==> config.mk <==
export PLATFORM = sky130hd
export DESIGN_NAME = imem_ctrl
export DESIGN_NICKNAME = d
export VERILOG_FILES = /design/src/rtl/imem_pkg.sv /design/src/rtl/imem_rr_arb.sv /design/src/rtl/imem_ctrl.sv
export SDC_FILE = /design/constraint.sdc
export NUM_CORES = 1
export LEC_CHECK = 0
export ABC_CLOCK_PERIOD_IN_PS = 2400
export CAP_MARGIN = 20
export CORE_MARGIN = 4
export CORE_UTILIZATION = 50
export CTS_BUF_LIST = sky130_fd_sc_hd__clkbuf_4
export CTS_CLUSTER_DIAMETER = 150
export CTS_CLUSTER_SIZE = 25
export DETAILED_ROUTE_END_ITERATION = 12
export PLACE_DENSITY_LB_ADDON = 0.25
export RECOVER_POWER = 100
export SYNTH_ARGS = -nofsm -noshare
export SYNTH_HDL_FRONTEND = slang
export SYNTH_SLANG_ARGS = --single-unit
export TNS_END_PERCENT = 30
==> constraint.sdc <==
create_clock -name clk -period 2.4 [get_ports clk]
set_input_delay 0.48 -clock clk [delete_from_list [all_inputs] [get_ports clk]]
set_output_delay 0.48 -clock clk [all_outputs]
set_load 0.05 [all_outputs]
==> src/rtl/imem_pkg.sv <==
// imem_pkg: shared types and constants for the instruction memory controller
package imem_pkg;
   localparam int ADDR_W = 8;
   localparam int BYTE_W = 8;
   localparam logic [1:0] OPC_FULL = 2'b11;
   localparam int G_FETCH = 0;
   localparam int G_LOAD = 1;
   typedef enum logic [1:0] {IDLE, WRITE, READ, RESP} state_t;
endpackage

==> src/rtl/imem_rr_arb.sv <==
// imem_rr_arb: two-way round-robin arbiter between fetch and loader, granting only while idle
module imem_rr_arb import imem_pkg::*; (
   input  logic       clk,
   input  logic       reset,
   input  logic [1:0] req,
   input  logic       idle,
   output logic [1:0] gnt
);
   logic last_ld;
   assign gnt[G_FETCH] = idle && req[G_FETCH] && (!req[G_LOAD] || last_ld);
   assign gnt[G_LOAD] = idle && req[G_LOAD] && (!req[G_FETCH] || !last_ld);
   // pointer starts as if the loader was served last, so fetch wins first
   always_ff @(posedge clk) begin
      if (!reset) last_ld <= 1'b1;
      else if (|gnt) last_ld <= gnt[G_LOAD];
   end
endmodule

==> src/rtl/imem_ctrl.sv <==
// imem_ctrl: byte-wide instruction memory controller serving a loader and a 16/32-bit instruction fetch port
module imem_ctrl import imem_pkg::*; #(
   parameter int ADDR_W = imem_pkg::ADDR_W,
   parameter int BYTE_W = imem_pkg::BYTE_W
) (
   input  logic              clk,
   input  logic              reset,
   input  logic              ld_valid,
   input  logic [ADDR_W-1:0] ld_addr,
   input  logic [BYTE_W-1:0] ld_data,
   output logic              ld_ready,
   input  logic              f_req,
   input  logic [ADDR_W-1:0] f_addr,
   output logic              f_gnt,
   output logic              f_rvalid,
   output logic [31:0]       f_rdata,
   output logic              f_compressed,
   output logic [ADDR_W-1:0] mem_addr,
   output logic [BYTE_W-1:0] mem_wdata,
   output logic              mem_we,
   output logic              mem_oe,
   input  logic [BYTE_W-1:0] mem_rdata
);
   state_t state;
   logic [1:0] gnt;
   logic [1:0] k;
   logic [1:0] last;
   logic cmp;
   logic cmp_now;
   logic [3*BYTE_W-1:0] sh;
   imem_rr_arb u_arb (
      .clk  (clk),
      .reset(reset),
      .req  ({ld_valid, f_req}),
      .idle (state == IDLE),
      .gnt  (gnt)
   );
   assign ld_ready = gnt[G_LOAD];
   assign f_gnt = gnt[G_FETCH];
   // byte0 lands while byte1 is being addressed, so the length decision uses it directly
   always_comb begin
      cmp_now = (mem_oe && k == 2'd1) ? (mem_rdata[1:0] != OPC_FULL) : cmp;
      last = cmp_now ? 2'd1 : 2'd3;
   end
   always_ff @(posedge clk) begin
      if (!reset) begin
         state <= IDLE;
         mem_addr <= '0;
         mem_wdata <= '0;
         mem_we <= 1'b0;
         mem_oe <= 1'b0;
         f_rvalid <= 1'b0;
         f_rdata <= '0;
         f_compressed <= 1'b0;
         k <= '0;
         cmp <= 1'b0;
         sh <= '0;
      end else begin
         case (state)
            IDLE: begin
               if (gnt[G_LOAD]) begin
                  state <= WRITE;
                  mem_we <= 1'b1;
                  mem_addr <= ld_addr;
                  mem_wdata <= ld_data;
               end else if (gnt[G_FETCH]) begin
                  state <= READ;
                  mem_oe <= 1'b1;
                  mem_addr <= f_addr;
                  k <= '0;
               end
            end
            WRITE: begin
               mem_we <= 1'b0;
               state <= IDLE;
            end
            READ: begin
               cmp <= cmp_now;
               // data trails the address by one cycle; the final byte is taken straight from mem_rdata
               if (mem_oe && k != 2'd0) sh <= {mem_rdata, sh[3*BYTE_W-1:BYTE_W]};
               if (!mem_oe) begin
                  state <= RESP;
                  f_rvalid <= 1'b1;
                  f_compressed <= cmp;
                  f_rdata <= cmp ? {16'h0, mem_rdata, sh[3*BYTE_W-1 -: BYTE_W]} : {mem_rdata, sh};
               end else if (k == last) begin
                  mem_oe <= 1'b0;
               end else begin
                  k <= k + 2'd1;
                  mem_addr <= mem_addr + 1'b1;
               end
            end
            RESP: begin
               f_rvalid <= 1'b0;
               state <= IDLE;
            end
            default: state <= IDLE;
         endcase
      end
   end
endmodule

# After elaboration in Yosys (flattened, before gate mapping)
# Cells that the tools add are included.
# classes
add_sub_neg	2
eq_ne	13
muxes	26
n_bitwise	1
reduce_logical	27
# ops
cell	n
two-way mux 32 bit	1
two-way mux 8 bit	4
two-way mux 2 bit	8
one-hot mux 8 bit (2 select lines)	1
inequality test 2 bit, second input constant	7
AND reduction 2 bit	6
adder 8 x 1 -> 8 bit, second input constant	1
nonzero test 2 bit	4
two-way mux 1 bit	7
logical AND 1 bit	6
one-hot mux 1 bit (2 select lines)	3
one-hot mux 2 bit (3 select lines)	1
AND reduction 5 bit	1
== test 2 x 1 -> 1 bit, second input constant	2
== test 2 bit, second input constant	2
one-hot mux 2 bit (2 select lines)	1
AND reduction 4 bit	1
OR reduction 2 bit	2
logical NOT 1 bit	3
inequality test 3 bit, second input constant	1
AND reduction 3 bit	1
adder 2 x 1 -> 2 bit, second input constant	1
== test 2 bit	1
logical NOT 2 bit	1
2 further kinds	3
# totals
register_bits	82
input_bits	36

# Logic depth before layout (Yosys ltp)
# Gate-level depths: netlist (run 1).
# logic_depth
depth_word	8
ltp_mapped	8
ltp_nobuf	7

# Cells and area by module
# From an unflattened synthesis (run 1), not the netlist that was laid out.
# unflattened
cells_unflattened	417
hier_area_um2	3560.9
# modules_own_cells
mod	n_inst	cells_per_inst	area_per_inst_um2	seq_area_each_um2
imem_ctrl	1	409	3504.6	1621.6
imem_rr_arb	1	8	56.3	20.0

# Worst setup path before layout (run 1)
# OpenSTA, ideal clock, no wires.
# synth_path
path_type	in2out
from	in ld_valid
to	out f_gnt
arrival_time_ns	1.720
required_ns	1.920
setup_slack_ns	0.200
cell_stages	3
path_buffers	0
path_cell_list	inv_1 o21ai_0 nor3_1
# synth_via
elab_chain_cells	3
# synth_lines
item	line_no	text
from (decl)	imem_ctrl.sv:8	input logic ld_valid,
logical NOT 1 bit	imem_rr_arb.sv:10	assign gnt[G_FETCH] = idle && req[G_FETCH] && (!req[G_LOAD] || last_ld);
logical OR 1 bit	imem_rr_arb.sv:10	
logical AND 1 bit	imem_rr_arb.sv:10	
to (decl)	imem_ctrl.sv:14	output logic f_gnt,
# Every way passes these cells.

# Final worst setup path (run 1)
# layout_path
from	in f_req
to	out f_gnt
# layout_via
elab_chain_cells	2
# layout_lines
item	line_no	text
from (decl)	imem_ctrl.sv:12	input logic f_req,
logical AND 1 bit (2 in series)	imem_rr_arb.sv:10	
# Every way passes these cells.

==> reports/metrics.yaml, run 1 <==
outcome:
  outcome: "complete, no violations"
pwr:
  combPwrFrac_pct: 26.3
  p_int_mw: 2.033
  ir_worst_vdd_mv: 0.2797
  total_switching_power_mw: 1.066
  clockPowerShare_pct: 24.9
  p_leak_nw: 1.679
  p_sw_share_pct: 34.39
  p_seq_share_pct: 48.9
  power.density_nw_per_um2: 671.3
synthesis:
  yosysWarnings: 0
  yosysMostFrequentCell: "nand2_1"
  synth.avg_cell_area_um2: 8.361
  synthCells: 422
  synth-edff-count: 0
  syn_area_um2: 3528
  synth_cell_types: 43
  synth-async-reset-ratio_pct: 0
  ys_top_cells_by_count: "102 x nand2_1, 82 x dfxtp_1, 66 x a21oi_1"
  seq_area_frac_synth_pct: 46.52
  synth-seq-cells: 82
  ys.flop_type: "dfxtp_1"
  syn_nets: 461
  netlist.area_leader.share_pct: 46.52
  synth_top_cell_by_area: "dfxtp_1"
  yosys-top-cells-area: "dfxtp_1 47%, nand2_1 11%, a21oi_1 9.4%"
drt:
  wl_per_cell_um: 15.24
  drtPass1Iterations: 4
  vias: 3266
  wl_mm: 9.218
  ant_nets: 0
  vias_per_cell: 5.398
  route.detailed.drc: 0
  drt_iter0_drc: 202
cells_and_area:
  utilization_pct: 67.56
  multi_input_area_um2: 1708
  nFillCells: 616
  instances_no_fill: 605
  fin_nets: 544
  seq_area_um2: 1642
  syn2layout_area_growth_pct: 30.82
  drive_gt1_share_pct: 8.055
  antenna_cells: 0
setup_path:
  worst_setup_path_start_kind: "primary input"
  r2r_setup_slack_ns: 0.23
  worst_ep_required_time_ns: 1.92
  worst-setup-path-type: "in -> out"
  arrival_ns: 1.85
  end_kind: "primary output"
  path_max_fanout: 4
clock_network:
  cts_setup_buffers: 0
  clkSlewWorstSetupHoldPaths_ns: 0.11
  clkLatencyLatePin_ns: 0.42
  cts_buffers: 9
  clock_sinks: 82
  htreeDepth: 3
  cts-root-buf: "clkbuf_4"
  tritoncts: "done"
  clock_path_buffers: 2
  cts_resized: 0
  postCtsHoldBufs: 0
die:
  core_um2: 6832
  die_x_um: 92.01
  initial_utilization_pct: 51.65
  pin_count: 90
  rows: 30
  die_h_um: 92.01
  die-area_um2: 8465
timing:
  layout_min_cycle_time_ns: 2.325
  slew_viol_final: 0
  rsz0062_at_grt: "false"
  setup_violations: 0
  final_hold_viol_count: 0
  tightestPinTransition_ns: 0.8968
  max_slew_margin_pct: 40.15
  finClkSkew_ns: 0.01865
  period_share_pct: 96.89
  max_freq_ghz: 0.4300
global_route:
  grt_pass1_vias: 3139
  grt_pass1_wl_mm: 15.25
  grt.total_usage_pct: 22.21
  grt_max_degree: 52
  grt_overflow: 0
  antenna_found_initial: 0
flow_run:
  maxCapViolCount: 0
placed_design:
  place_inst: 590
  dp_hpwl_mm: 6.557
  routabilityCongestion: 0.8136
  port_buffers: 89
worst_hold_path:
  worstHoldPathType: "reg -> reg"
==> cell families (layout without fill, tap and decap cells) <==
kind of cell / Yosys count / after routing / synth area share, %
flops: 82 / 82 / 46.52
simple gates: 169 / 169 / 21.81
xor+xnor: 1 / 1 / 0.2483
compound gates: 109 / 109 / 19.79
buf+inv: 39 / 126 / 5.142
mux: 19 / 19 / 5.425
fa+ha+maj: 3 / 3 / 1.064
==> registers in the layout, summed over array words and instances, names as in the netlist <==
signal / flops
f_compressed: 1
sh: 24
f_rvalid: 1
k: 2
u_arb.last_ld: 1
mem_we: 1
f_rdata: 32
mem_wdata: 8
cmp: 1
mem_addr: 8
mem_oe: 1
state: 2
==> power groups by stage <==
| stage | logic, mW | clock network [mW] | registers, mW |
|---|---|---|---|
| after global routing | 0.868 | 0.840 | 1.53 |
| after CTS | 0.854 | 0.780 | 1.52 |
| final | 0.813 | 0.771 | 1.51 |
| after floorplan | 0.312 | 0 | 1.78 |
| after global placement | 0.838 | 0 | 1.54 |
| after detailed placement | 0.852 | 0 | 1.55 |
==> routing by layer <==
| metal | global-route usage, % | part of all wire (%) | up-vias |
|---|---|---|---|
| met4 | 8.168 | 1.5 | 0 |
| met3 | 3.281 | 4.4 | 14 |
| met1 | 29.11 | 45 | 1529 |
| li1 | - | - | 1639 |
| met5 | 0 | 0 | - |
| met2 | 37.10 | 49 | 84 |
==> stage by stage <==
step           cell area [um^2]  TNS [ns]  setup WS, ns  total power, mW  hold slack [ns]
4_1_cts                    4654         0       0.05299            3.151           0.4635
3_5_place_dp               4529  -0.04893      -0.03417            2.399           0.4460
6_report                   4616         0       0.07466            3.099           0.4579
2_1_floorplan              3528         0        0.2001            2.092           0.4357
5_1_grt                    4616         0       0.02343            3.236           0.4784
3_3_place_gp               4529         0       0.06787            2.383           0.4407
==> worst max-delay path, stage by stage <==
cell and delay (ns):
dlygate4sd3_1 0.62, o21ai_0 0.16, nor3_1 0.38, buf_12 0.20
==> worst paths after layout <==
kind                                    from            to  depth (start not counted)
worst min-delay path            mem_wdata[4]  mem_wdata[4]                          2
worst max register to register          k[1]   mem_addr[3]                          6
worst min register to register  mem_wdata[4]  mem_wdata[4]                          2
worst max-delay path                   f_req         f_gnt                          4
==> placed cells by master, fill, tap and decap left out, types with 3 or more instances in the layout <==
cell type,count
nand2_1,103
dfxtp_1,82
a21oi_1,66
dlygate4sd3_1,53
clkdlybuf4s50_1,34
nor2_1,25
mux2i_1,18
a211oi_1,18
nand3b_1,16
clkbuf_4,11
buf_4,9
inv_1,8
nor3_1,7
o21ai_0,6
nand3_1,6
a311o_1,5
ha_1,3
clkinv_2,3
==> area by class of cell <==
class	instances	area share, %
multi-input combinational	301	37.00
sequential	82	35.57
timing repair buffer	102	21.39
tap	96	2.602
clock buffer	9	1.464
clock inverter	6	1.247
inverter	9	0.7319
Power figures use the tool's default switching activity.
==> inputs of run 2 (changes only) <==
--- a/config.mk
+++ b/config.mk
@@ -11,8 +11,8 @@
 export CORE_UTILIZATION = 50
 export CTS_BUF_LIST = sky130_fd_sc_hd__clkbuf_4
 export CTS_CLUSTER_DIAMETER = 150
-export CTS_CLUSTER_SIZE = 25
 export DETAILED_ROUTE_END_ITERATION = 12
+export DONT_BUFFER_PORTS = 1
 export PLACE_DENSITY_LB_ADDON = 0.25
 export RECOVER_POWER = 100
 export SYNTH_ARGS = -nofsm -noshare
==> reports/metrics.yaml, run 2 (same netlist as run 1, synthesis figures left out) <==
global_route:
  grt.total_usage_pct: 20.53
  grt_pass1_vias: 2758
  grt_overflow: 0
  grt_use_met3_pct: 6.071
  use_met1_pct: 26.91
  grt_use_met2_pct: 31.39
  busiest_layer: "met2"
  grt_pass1_wl_mm: 13.79
  antenna_found_initial: 0
  grt_max_degree: 35
drt:
  ant_nets: 0
  route.detailed.drc: 0
  vias: 2968
  drtPass1Iterations: 4
  wl_per_cell_um: 16.29
  drt_iter0_drc: 226
  vias_per_cell: 5.708
  wl_mm: 8.470
clock_network:
  cts_setup_buffers: 0
  clock_path_buffers: 2
  cts-root-buf: "clkbuf_4"
  htreeDepth: 3
  clkSlewWorstSetupHoldPaths_ns: 0.12
  clock_sinks: 82
  clkLatencyLatePin_ns: 0.41
  cts_resized: 0
  cts_buffers: 9
  tritoncts: "done"
  postCtsHoldBufs: 0
cells_and_area:
  largest-register: "f_rdata"
  drive_gt1_share_pct: 8.255
  nFillCells: 678
  largest_reg_flops: 32
  syn2layout_area_growth_pct: 4.964
  final_cell_mix: "103 x nand2_1, 82 x dfxtp_1, 67 x a21oi_1"
  seq_area_um2: 1642
  utilization_pct: 54.21
  fin_nets: 459
  antenna_cells: 0
  multi_input_area_um2: 1702
  reg.largest.list: "f_rdata (32), sh (24)"
  layout_commonest_cell: "nand2_1"
  post-route-cell-area_um2: 3704
setup_path:
  critPathTopFamily: "simple AND/OR/NAND/NOR gates"
  worst_ep_required_time_ns: 1.92
  r2r_setup_slack_ns: 0.27
  end_kind: "primary output"
  crit_slowest_cell: "nor3_2"
  cp.buffers_inverters: 1
  arrival_ns: 1.75
  worst-setup-path-type: "reg -> out"
  r2r_end: "mem_addr[3]"
  cp_slowest_stage_delay_ns: 0.76
  path_max_fanout: 8
  r2r_cells: 6
  rr_startpoint: "k[1]"
  worst_setup_path_start_kind: "flop"
  crit_chain: "buf_4 > nor3_2"
die:
  die_h_um: 92.01
  initial_utilization_pct: 51.65
  rows: 30
  pin_count: 90
  die_x_um: 92.01
  core_um2: 6832
  die-area_um2: 8465
placed_design:
  dp_hpwl_mm: 5.941
  routabilityCongestion: 0.7980
  port_buffers: 0
  place_ws_ns: 0.2743
  dpl-instance-area_um2: 3654
timing:
  rsz0062_at_grt: "false"
  max_freq_ghz: 0.4477
  layout_min_cycle_time_ns: 2.234
  finClkSkew_ns: 0.007719
  slew_viol_final: 0
  max_slew_margin_pct: 36.52
  period_share_pct: 93.08
  fin_setup_tns_ns: 0
  setup_violations: 0
  final_hold_viol_count: 0
  setup_slack_ns: 0.1662
  tightestPinTransition_ns: 0.9471
  whs_ns: 0.1185
pwr:
  clockPowerShare_pct: 23.5
  p_leak_nw: 1.175
  power.density_nw_per_um2: 756.4
  p_int_mw: 1.782
  total_switching_power_mw: 1.019
  combPwrFrac_pct: 15.5
  p_seq_share_pct: 61.0
  ir_worst_vdd_mv: 0.3540
  p_sw_share_pct: 36.38
flow_run:
  maxCapViolCount: 0
worst_hold_path:
  min_from: "reset"
  worstHoldPathType: "in -> reg"
  min_to: "u_arb.last_ld"
  whs_path_depth: 1
outcome:
  outcome: "complete, no violations"
-- run 2: layout make-up --
type / count / share of cell area [%]
multi-input cells: 301 / 45.95
well taps: 96 / 3.243
flip-flops and latches: 82 / 44.32
inverters: 9 / 0.9122
repair buffers: 17 / 2.838
clock buffers: 9 / 1.824
clock inverters: 6 / 0.9122
-- run 2: worst max path at each step --
stage / cells past startpoint / startpoint / to
after floorplan: 3 / ld_valid / f_gnt
after global placement: 6 / k[1] / mem_addr[3]
after detailed placement: 6 / k[1] / mem_addr[3]
after CTS: 2 / state[1] / f_gnt
after global routing: 4 / state[1] / ld_ready
final: 2 / state[1] / f_gnt
-- run 2: through the flow --
step / total power, mW / instances
2_1_floorplan: 2.092 / 422
3_3_place_gp: 2.191 / 505
3_5_place_dp: 2.203 / 505
4_1_cts: 2.856 / 520
5_1_grt: 2.947 / 520
6_report: 2.801 / 520
-- run 2: power groups by stage --
stage	combinational [mW]	sequential (mW)	clock, mW
floorplan	0.312	1.78	0
global placement	0.449	1.74	0
detailed placement	0.459	1.74	0
CTS	0.459	1.71	0.684
global route	0.489	1.72	0.739
finish	0.434	1.71	0.659
-- run 2: metal layers --
| metal | share of wire [%] | vias up |
|---|---|---|
| li1 | - | 1467 |
| met1 | 44 | 1388 |
| met2 | 46 | 97 |
| met3 | 8.5 | 16 |
| met4 | 1.9 | 0 |
| met5 | 0 | - |
